[config.mk]
export PLATFORM = sky130hd
export DESIGN_NAME = msg_streamer
export DESIGN_NICKNAME = d
export VERILOG_FILES = /design/src/rtl/msg_streamer_pkg.sv /design/src/rtl/msg_streamer.sv
export SDC_FILE = /design/constraint.sdc
export NUM_CORES = 1
export LEC_CHECK = 0
export BUFFER_PORTS_ARGS = -buffer_cell sky130_fd_sc_hd__buf_2
export CELL_PAD_IN_SITES_DETAIL_PLACEMENT = 2
export CELL_PAD_IN_SITES_GLOBAL_PLACEMENT = 2
export CORE_MARGIN = 4
export CORE_UTILIZATION = 29
export CTS_CLUSTER_SIZE = 25
export DETAILED_ROUTE_END_ITERATION = 10
export PLACE_DENSITY_LB_ADDON = 0.3
export RECOVER_POWER = 25
export SLEW_MARGIN = 5
export SYNTH_ARGS = -nofsm -noshare
export SYNTH_HDL_FRONTEND = slang
export SYNTH_SLANG_ARGS = --single-unit
[constraint.sdc]
create_clock -name clk -period 1.6 [get_ports clk]
set_input_delay 0.32 -clock clk [delete_from_list [all_inputs] [get_ports clk]]
set_output_delay 0.32 -clock clk [all_outputs]
set_load 0.005 [all_outputs]
[src/rtl/msg_streamer_pkg.sv]
`default_nettype none
// ============================================================================
// Module   : msg_streamer_pkg
// Purpose  : Shared definitions for the message streamer: the controller
//            state encoding (3 bits, IDLE=0 .. END=4) and the width helpers
//            used to size the slot-select and byte-count ports.
// Revision : 1.0 - initial release
// ============================================================================
package msg_streamer_pkg;

  localparam int STATE_W = 3;

  typedef enum logic [STATE_W-1:0] {
    ST_IDLE = 3'd0,
    ST_ADDR = 3'd1,
    ST_DATA = 3'd2,
    ST_SEND = 3'd3,
    ST_END  = 3'd4
  } state_t;

  // Slot-select width: a single slot still needs a 1-bit port.
  function automatic int unsigned sel_width(input int unsigned nslots);
    return (nslots > 1) ? $clog2(nslots) : 1;
  endfunction

  // Index/count width: must hold the value SLOTLEN itself (full slot).
  function automatic int unsigned cnt_width(input int unsigned slotlen);
    return ($clog2(slotlen + 1) > 0) ? $clog2(slotlen + 1) : 1;
  endfunction

endpackage
`default_nettype wire

[src/rtl/msg_streamer.sv]
`default_nettype none
// ============================================================================
// Module   : msg_streamer
// Purpose  : Streams a NUL-terminated byte string out of one of NSLOTS
//            fixed-size slots of a synchronous-read memory (one-cycle read
//            latency) to a byte sink over a valid/ready handshake.
// Revision : 1.0 - initial release
//
// Ports
//   clk    in   clock
//   rst_n  in   asynchronous active-low reset
//   start  in   start pulse, honoured only while idle
//   sel    in   slot to stream, latched on an accepted start (clamped)
//   maddr  out  memory read address = BASE + slot*SLOTLEN + idx
//   mdata  in   memory read data, valid one cycle after maddr is sampled
//   dout   out  byte to sink (registered)
//   oe     out  dout valid (registered)
//   rdy    in   sink ready; a transfer happens on oe & rdy
//   busy   out  high whenever the controller is not idle
//   done   out  one-cycle pulse at message end
//   count  out  bytes transferred in the current or last message
//   loop   in   repeat the message forever (only with MSG_STREAMER_LOOP_EN)
//
// Build option: define MSG_STREAMER_LOOP_EN to add the loop port.
// ============================================================================
module msg_streamer
  import msg_streamer_pkg::*;
#(
  parameter int WDATA   = 8,
  parameter int WADDR   = 19,
  parameter int NSLOTS  = 4,
  parameter int SLOTLEN = 256,
  parameter int BASE    = 0
) (
  input  logic                            clk,
  input  logic                            rst_n,
  input  logic                            start,
  input  logic [sel_width(NSLOTS)-1:0]    sel,
  output logic [WADDR-1:0]                maddr,
  input  logic [WDATA-1:0]                mdata,
  output logic [WDATA-1:0]                dout,
  output logic                            oe,
  input  logic                            rdy,
  output logic                            busy,
  output logic                            done,
  output logic [cnt_width(SLOTLEN)-1:0]   count
`ifdef MSG_STREAMER_LOOP_EN
  ,
  input  logic                            loop
`endif
);

  localparam int SW = sel_width(NSLOTS);
  localparam int CW = cnt_width(SLOTLEN);
  localparam logic [SW-1:0] LAST_SLOT = SW'(NSLOTS - 1);
  localparam logic [CW-1:0] LAST_IDX  = CW'(SLOTLEN - 1);

  state_t        state;
  state_t        state_nxt;
  logic [SW-1:0] slot;
  logic [CW-1:0] idx;
  logic          xfer;
  logic          term;
  logic          repeat_msg;

  // oe is only ever high in SEND, so oe & rdy alone identifies a transfer.
  assign xfer = oe & rdy;
  assign term = (mdata == '0);

`ifdef MSG_STREAMER_LOOP_EN
  assign repeat_msg = loop;
`else
  assign repeat_msg = 1'b0;
`endif

  // Address is purely combinational from registered slot/idx, so it is
  // already stable during ADDR when the memory samples it.
  assign maddr = WADDR'(BASE) + WADDR'(slot) * WADDR'(SLOTLEN) + WADDR'(idx);

  // --------------------------------------------------------------------------
  // State register
  // --------------------------------------------------------------------------
  always_ff @(posedge clk or negedge rst_n) begin
    if (!rst_n) begin
      state <= ST_IDLE;
    end else begin
      state <= state_nxt;
    end
  end

  // --------------------------------------------------------------------------
  // Next-state and decoded outputs
  // --------------------------------------------------------------------------
  always_comb begin
    state_nxt = state;
    busy      = (state != ST_IDLE);
    done      = 1'b0;
    case (state)
      ST_IDLE: if (start) state_nxt = ST_ADDR;
      ST_ADDR: state_nxt = ST_DATA;
      ST_DATA: state_nxt = term ? ST_END : ST_SEND;
      ST_SEND: begin
        // The last word of a full slot ends the message without a fetch.
        if (xfer) state_nxt = (idx == LAST_IDX) ? ST_END : ST_ADDR;
      end
      ST_END: begin
        done      = 1'b1;
        state_nxt = repeat_msg ? ST_ADDR : ST_IDLE;
      end
      default: state_nxt = ST_IDLE;
    endcase
  end

  // --------------------------------------------------------------------------
  // Datapath: slot, index, count and the registered sink interface
  // --------------------------------------------------------------------------
  always_ff @(posedge clk or negedge rst_n) begin
    if (!rst_n) begin
      slot  <= '0;
      idx   <= '0;
      count <= '0;
      dout  <= '0;
      oe    <= 1'b0;
    end else begin
      case (state)
        ST_IDLE: begin
          if (start) begin
            slot  <= (int'(sel) > NSLOTS - 1) ? LAST_SLOT : sel;
            idx   <= '0;
            count <= '0;
          end
        end
        ST_DATA: begin
          if (!term) begin
            dout <= mdata;
            oe   <= 1'b1;
          end
        end
        ST_SEND: begin
          if (xfer) begin
            oe    <= 1'b0;
            idx   <= idx + CW'(1);
            count <= count + CW'(1);
          end
        end
        ST_END: begin
          if (repeat_msg) begin
            idx   <= '0;
            count <= '0;
          end
        end
        default: ;
      endcase
    end
  end

endmodule
`default_nettype wire

==> results of run 1 <==
-- area by class of cell --
cell class / instances / area [um^2] / area share (%)
clock inverter: 2 / 35.0 / 1.22
timing repair buffer: 98 / 696 / 24.2
multi-input combinational: 128 / 1150 / 40.1
inverter: 7 / 26.3 / 0.912
tap: 77 / 96.3 / 3.34
sequential: 32 / 801 / 27.8
clock buffer: 6 / 72.6 / 2.52
-- logic make-up (layout without fill, tap and decap cells) --
family,count (synthesis),after routing,synth area share [%]
buffers and inverters,33,113,11.2
adders and majority gates,5,5,3.19
muxes,14,14,7.54
and+or+nand+nor,66,66,19.8
AOI/OAI and AO/OA,35,35,17.1
DFF,32,32,40.9
other,1,8,0.192
-- tightest hold or removal path, cell delays in order --
cell	delay (ps)
buf_2	70
nand2_1	40
nand2_1	40
-- what timing repair did --
action / in CTS / in global routing
setup endpoints to repair: 28 / 34
pin swaps: 3 / 6
hold endpoints to repair: 14 / 0
setup buffers: 4 / 4
gates resized for setup: 25 / 23
hold buffers: 1 / 0
-- layer usage --
| layer | share of wire [%] | track usage, % |
|---|---|---|
| met5 | 0 | 0 |
| met2 | 54 | 31.2 |
| met3 | 5.4 | 5.34 |
| met4 | 2.7 | 7.14 |
| met1 | 38 | 19.0 |
-- report_power, final --
part | leakage [nW] | internal (mW) | switching [mW] | total [mW]
clock network | 0.0552 | 0.462 | 0.320 | 0.783
logic | 0.848 | 1.19 | 1.09 | 2.28
registers | 0.409 | 1.08 | 0.222 | 1.30
-- sequential cells by signal (all words and copies together) (netlist names) --
name	count
oe	1
slot	2
idx	9
state	3
dout	8
count	9
-- layout by cell type, fill, tap and decap left out, types with 2 or more instances in the layout --
cell	instances
nor3_2	2
a21oi_1	6
ha_4	2
nand4_1	3
ha_2	2
mux2_2	5
mux2i_1	8
a21oi_4	3
a32o_1	3
a22o_1	2
inv_1	6
nand3b_1	3
and3_1	2
nor4_1	3
or4_4	2
nand2b_1	8
nand3_1	6
dfrtp_1	32
a2111oi_4	5
a311oi_1	2
nand4b_1	2
nor3_1	2
conb_1	8
o211ai_1	3
buf_4	38
clkbuf_1	2
a41o_1	2
a211oi_4	3
buf_6	17
clkbuf_8	5
buf_2	41
nand2_1	21
-- worst paths after layout --
path,depth (start not counted),endpoint,startpoint,slack (ps)
max,4,busy,state[0],-170
min,3,slot[0],sel[0],220
max reg2reg,7,count[3],state[0],-160
min reg2reg,1,dout[0],dout[0],490
max in group asynchronous,3,dout[4],rst_n,100
min in group asynchronous,2,count[5],rst_n,680
-- stage by stage --
step | setup WS, ps | power [mW] | cells | setup TNS (ps)
4_1_cts | -196 | 4.17 | 346 | -1220
3_5_place_dp | -178 | 3.18 | 334 | -2280
6_report | -167 | 4.36 | 350 | -2200
5_1_grt | -231 | 4.73 | 350 | -5230
2_1_floorplan | -5.76 | 2.30 | 193 | -28.8
3_3_place_gp | -152 | 3.11 | 334 | -1520
==> metrics.txt, run 1 <==
EDFF count, synth 0; layout cell share with drive strength beyond 1 between 50 and 60%; PwrDens 1510 nW/um^2; Initial DRC Count 30; Period minus WS final approximately 1800 ps; Crit Path Max Fanout 6; CTS tree yes; final instance area a little under 3000 um^2; buffers and inverters on the worst path 3; RSZ-0062 raised after global routing true; Worst EP required roughly 1300 ps; Final ANT Viol Nets 0; Max Slew Vio Count 0; leakage power 1.31 nW; Startpoint Class flop; Post-synth top cells 32 x dfrtp_1, 22 x nand2_1, 19 x buf_4; PnR worst setup slack -167 ps; clk root buf clkbuf_8; Num CTS Buffers 5; number of max-cap violations 0; cell area after synthesis around 2000 um^2; cell taking the most area after synthesis dfrtp_1; die width approximately 90 um; share of the synthesized area in the top cell type between 40 and 50%; Hold Crit Class primary input to flop; WS Path Type flop to output port; vias per cell around 5.1; count leader, synth dfrtp_1; critical-path cell list buf_6 -> buf_6 -> or3_4 -> buf_6; Synth Flop Type dfrtp_1; Core Rows 29; later-pin clock latency in the skew report 300 ps; period utilization 110%; cell family contributing the most delay on the critical path flip-flops; FMAX approximately 570 MHz; ANT cells 0; GP Congestion 0.772; CTS H-tree depth 2; placed cell area approximately 2500 um^2; GRT overflow 0; first drt pass iteration count 5; first-pass GRT wire length 10.9 mm; via count between 1500 and 2000; pin count of the biggest net entering global routing 19; Mapped Avg Cell Area 10.5 um^2; most frequent CP cell buf_6; filler cell count between 700 and 800; clock skew ~10 ps; failing checks negative setup slack; Slew headroom a little over a third; GRT Overall Usage between 15 and 20%; number of setup violations in the final report 19; clock-pin slew on the worst setup and hold paths about 70 ps; Post-Route WL 6.88 mm; yosys warns 0; Port Buf Inserts 44; worst path arrival time between 1000 and 1500 ps; Synth Instances 186; die area 8130 um^2; worst slew pin tran roughly 950 ps; initial antenna violation count 0; # IOs 53; maximum VDD drop approximately 720 uV; status finished with violations; Max clock buf depth 2; CP peak stage delay just over 400 ps; #FFs+latches synth 32; worst hold slack ~220 ps; Synth area leaders dfrtp_1 41%, buf_4 7.3%, a2111oi_4 4.2%; number of clock sinks 32; Seq/Total Area, Yosys about two fifths; synth-to-layout area growth 47.1%; vias in the first global route a little over 2000; Core Box Area ~6500 um^2; fin nets slightly below 300; Async SR Flop Fraction between 90% and 100%; crit end category output port; slowest cell on the critical path dfrtp_1; final core utilization between 40% and 50%; initial core utilization 30.3%; Yosys cell types 45; DRC 0; Hold Vio Cnt, Final 0; Detailed Place HPWL around 4.7 mm; wire per inst approximately 20 um; die span in y ~90 um
Note: power is estimated with default switching activity, not from simulation.
==> run 2: changes to the inputs <==
--- a/config.mk
+++ b/config.mk
@@ -5,7 +5,7 @@
 export SDC_FILE = /design/constraint.sdc
 export NUM_CORES = 1
 export LEC_CHECK = 0
-export BUFFER_PORTS_ARGS = -buffer_cell sky130_fd_sc_hd__buf_2
+export BUFFER_PORTS_ARGS = -buffer_cell sky130_fd_sc_hd__clkbuf_2
 export CELL_PAD_IN_SITES_DETAIL_PLACEMENT = 2
 export CELL_PAD_IN_SITES_GLOBAL_PLACEMENT = 2
 export CORE_MARGIN = 4
==> metrics.txt, run 2 (synthesis results as in run 1) <==
status finished with violations; failing checks negative setup slack; CTS H-tree depth 2; GRT Overall Usage roughly 15%; clock power share roughly 15%; CP peak stage delay about 450 ps; wire per inst ~18 um; R2R depth 4; Max clock buf depth 2; cell-internal power between 2 and 3 mW; cell family contributing the most delay on the critical path buffers and inverters; Final ANT Viol Nets 0; initial antenna violation count 0; GP Congestion approximately 0.73; top flop regs count: 9 flops, idx: 9 flops, dout: 8 flops; Max Slew Vio Count 0; worst hold slack 205 ps; crit end category output port; Num CTS Buffers 5; placed cell area ~2500 um^2; critical-path cell list buf_4 -> buf_6 -> inv_4 -> buf_6 -> and3_4 -> buf_6; worst path arrival time approximately 1400 ps; die area between 8000 and 9000 um^2; Core Rows 29; DRC 0; vias in the first global route roughly 2100; Port Buf Inserts 44; Initial DRC Count 12; slowest cell on the critical path dfrtp_2; Slew headroom between 40% and 50%; GRT overflow 0; Sw Ratio between 30% and 40%; Detailed Place HPWL about 4.7 mm; die width 90.2 um; PnR worst setup slack -131 ps; Core Box Area approximately 6500 um^2; leakage power between 1 and 1.5 nW; Worst R2R Setup Slack -110 ps; synth-to-layout area growth 47.3%; fin nets a little under 300; Setup TNS Final -1310 ps; CTS tree yes; critical path depth in cells 6; Period minus WS final about 1700 ps; filler cell count ~720; first drt pass iteration count 4; most frequent CP cell buf_6; commonest non-fill, non-tap cell in the layout clkbuf_2; layout cell share with drive strength beyond 1 56.2%; Post-Route WL around 6.3 mm; clock-pin slew on the worst setup and hold paths 80 ps; later-pin clock latency in the skew report ~300 ps; WS Path Type flop to output port; RSZ-0062 raised after global routing true; number of clock sinks 32; Combinational Power Share a little over half; worst slew pin tran between 800 and 900 ps; PwrDens between 1500 and 2000 nW/um^2; via count about 1800; Startpoint Class flop; clk root buf clkbuf_8; Hold Crit Class primary input to asynchronous set/reset pin; maximum VDD drop 579 uV; clock skew 7.41 ps; number of setup violations in the final report 24; Worst EP required around 1300 ps; period utilization 108%; switching power approximately 1.7 mW; first-pass GRT wire length between 10 and 15 mm; Power Total approximately 4.4 mW; FMAX between 500 and 600 MHz; ANT cells 0; initial core utilization a little under a third; die span in y roughly 90 um; buffers and inverters on the worst path 5; Hold Vio Cnt, Final 0; number of max-cap violations 0; Crit Path Max Fanout 5; final instance area around 2900 um^2; most frequent cells in the layout 42 x clkbuf_2, 41 x buf_4, 31 x dfrtp_1; pre-CTS WS -184 ps; # IOs 53; vias per cell ~5; Flop pwr share 29.9%; pin count of the biggest net entering global routing 33
-- run 2: changes by cell type in the layout (fill, tap and decap cells not counted), sizes merged --
| cell | previous run | this run |
|---|---|---|
| buf | 96 | 59 |
| clkbuf | 7 | 47 |
| bufinv | 1 | 0 |
| dlygate4sd3 | 1 | 0 |
| clkinvlp | 0 | 2 |
-- run 2: path summary, 6_finish.rpt --
| kind | startpoint | endpoint |
|---|---|---|
| setup / recovery | state[0] | done |
| hold / removal | rst_n | count[6] |
| setup reg to reg | state[0] | count[8] |
| hold reg to reg | dout[0] | dout[0] |
| max in group asynchronous | rst_n | state[0] |
| min in group clk | sel[1] | slot[1] |
-- run 2: per-stage QoR --
stage                     instances  utilization (%)
after global routing            353             44.7
after floorplan                 193                -
after CTS                       349             42.3
final                           353             44.7
after global placement          335             38.2
after detailed placement        335             38.2
-- run 2: area by class of cell --
type | instances | area [um^2] | share of cell area [%]
multi-input cells | 128 | 1150 | 39.8
inverters | 7 | 28.8 | 0.997
well taps | 77 | 96.3 | 3.34
repair buffers | 101 | 718 | 24.9
clock inverters | 3 | 23.8 | 0.824
clock buffers | 5 | 68.8 | 2.39
flip-flops and latches | 32 | 802 | 27.8
-- run 2: power by group through the flow --
stage | registers (mW) | clock network, mW | logic (mW)
5_1_grt | 1.37 | 0.720 | 2.66
6_report | 1.32 | 0.672 | 2.43
3_3_place_gp | 1.29 | 0 | 1.84
2_1_floorplan | 1.29 | 0 | 1.01
3_5_place_dp | 1.30 | 0 | 1.90
4_1_cts | 1.30 | 0.688 | 2.20
-- run 2: layer usage --
metal,up-vias,global-route usage [%],part of all wire [%]
met3,5,3.59,4.1
met4,0,4.21,0.90
met1,900,16.8,41
met5,-,0,0
met2,38,29.8,54
li1,848,-,-
-- run 2: what timing repair did --
| action | 4_1_cts | 5_1_grt |
|---|---|---|
| pin swaps | 7 | 8 |
| buffers inserted | 7 | 4 |
| endpoints found under the setup margin | 19 | 32 |
| resized for setup | 33 | 26 |
| hold buffers | 0 | 0 |
==> run 3: changes to the inputs <==
--- a/config.mk
+++ b/config.mk
@@ -6,10 +6,8 @@
 export NUM_CORES = 1
 export LEC_CHECK = 0
 export BUFFER_PORTS_ARGS = -buffer_cell sky130_fd_sc_hd__clkbuf_2
-export CELL_PAD_IN_SITES_DETAIL_PLACEMENT = 2
-export CELL_PAD_IN_SITES_GLOBAL_PLACEMENT = 2
 export CORE_MARGIN = 4
-export CORE_UTILIZATION = 29
+export CORE_UTILIZATION = 47
 export CTS_CLUSTER_SIZE = 25
 export DETAILED_ROUTE_END_ITERATION = 10
 export PLACE_DENSITY_LB_ADDON = 0.3
==> metrics.txt, run 3 (synthesis results as in run 1) <==
status finished with violations; failing checks negative setup slack; fin nets 289; FMAX 595 MHz; first-pass GRT wire length 7.63 mm; clock skew ~13 ps; # IOs 53; Setup TNS Final -415 ps; most frequent cells in the layout 42 x clkbuf_2, 37 x buf_4, 30 x dfrtp_1; Max clock buf depth 2; vias in the first global route approximately 1600; area occupied by multi-input gates 1100 um^2; PwrDens 1500 nW/um^2; worst path arrival time around 1400 ps; Startpoint Class flop; Register Area approximately 800 um^2; Hold Vio Cnt, Final 0; pin count of the biggest net entering global routing 33; first drt pass iteration count 4; wire per inst roughly 15 um; Slew headroom about 45%; initial antenna violation count 0; number of max-cap violations 0; vias per cell ~5.5; Hold Crit Class primary input to asynchronous set/reset pin; initial core utilization 48.6%; Core Rows 23; clock-pin slew on the worst setup and hold paths roughly 70 ps; period utilization 105%; crit end category output port; top flop regs count: 9 flops, idx: 9 flops, dout: 8 flops; Initial DRC Count a little under 100; filler cell count 298; later-pin clock latency in the skew report 290 ps; worst hold slack 192 ps; clk root buf clkbuf_8; Period minus WS final roughly 1700 ps; Worst R2R Setup Slack -60 ps; commonest non-fill, non-tap cell in the layout clkbuf_2; Num CTS Buffers 5; GP Congestion around 0.85; Detailed Place HPWL approximately 3.4 mm; synth-to-layout area growth 42.8%; Post-Route WL roughly 4.9 mm; Max Slew Vio Count 0; RR Startpoint state[1]; worst slew pin tran 820 ps; Crit Path Max Fanout 6; number of clock sinks 32; die span in y approximately 73 um; RSZ-0062 raised after global routing true; CTS tree yes; Core Box Area between 4000 and 5000 um^2; PnR worst setup slack -82.0 ps; die area about 5300 um^2; Port Buf Inserts 44; die width approximately 73 um; leakage power between 1 and 1.5 nW; R2R depth 4; layout cell share with drive strength beyond 1 a little over half; DRC 0; maximum VDD drop between 800 and 900 uV; Worst EP required roughly 1300 ps; GRT Overall Usage about 18%; GRT overflow 0; via count ~1800; number of setup violations in the final report 10; Final ANT Viol Nets 0; ANT cells 0; RR Endpoint count[8]; CTS H-tree depth 2; WS Path Type flop to output port
run 3: changes by cell type in the layout (fill, tap and decap cells not counted), moves of 2 or more:
cell and change:
buf_4 -4, clkinvlp_4 -2, buf_6 -3, buf_12 +2
a211oi_2 -2, clkinv_2 +2, a211oi_1 +2
run 3: where the power goes:
part	switching (mW)	internal, mW
registers	0.246	1.08
logic	0.964	1.26
clock network	0.312	0.343
run 3: per-layer routing:
layer / up-vias / track usage (%) / share of wire, % / wire length [um]
li1: 838 / - / - / -
met1: 854 / 24.0 / 43 / 2090
met2: 60 / 30.1 / 49 / 2410
met3: 6 / 4.99 / 6.9 / 335
met4: 0 / 5.53 / 1.1 / 52
met5: - / 0 / 0 / 0
run 3: through the flow:
stage	utilization (%)	std cells	setup slack (ps)	power, mW	instance area (um^2)
3_3_place_gp	59.3	299	-139	2.96	2390
4_1_cts	64.4	313	-66.2	3.86	2590
3_5_place_dp	59.3	299	-184	3.00	2390
6_report	69.4	321	-82.0	4.20	2800
5_1_grt	69.4	321	-139	4.51	2800
2_1_floorplan	-	193	-5.76	2.30	1990
run 3: worst max path at each step:
stage | start | to | depth (start not counted)
after floorplan | mdata[1] | dout[1] | 3
after global placement | mdata[1] | dout[1] | 4
after detailed placement | mdata[1] | dout[7] | 4
after CTS | state[0] | idx[5] | 4
after global routing | state[1] | idx[5] | 4
final | state[2] | busy | 3
run 3: final cells by class:
type,count,share of cell area [%]
clock buffer,6,2.95
clock inverter,2,0.358
inverter,7,1.03
multi-input combinational,128,39.5
sequential,32,28.7
tap,50,2.24
timing repair buffer,96,25.2
run 3: critical path: stages (launching register included):
cell,delay (ps)
dfrtp_1,430
buf_4,190
or3_4,330
buf_6,120
run 3: repair_timing:
| action | in CTS | in global routing |
|---|---|---|
| gates resized for setup | 16 | 32 |
| cloned | 0 | 1 |
| hold buffers | 0 | 0 |
| setup buffers | 6 | 7 |
| pin swaps | 2 | 14 |
| endpoints found under the setup margin | 13 | 20 |
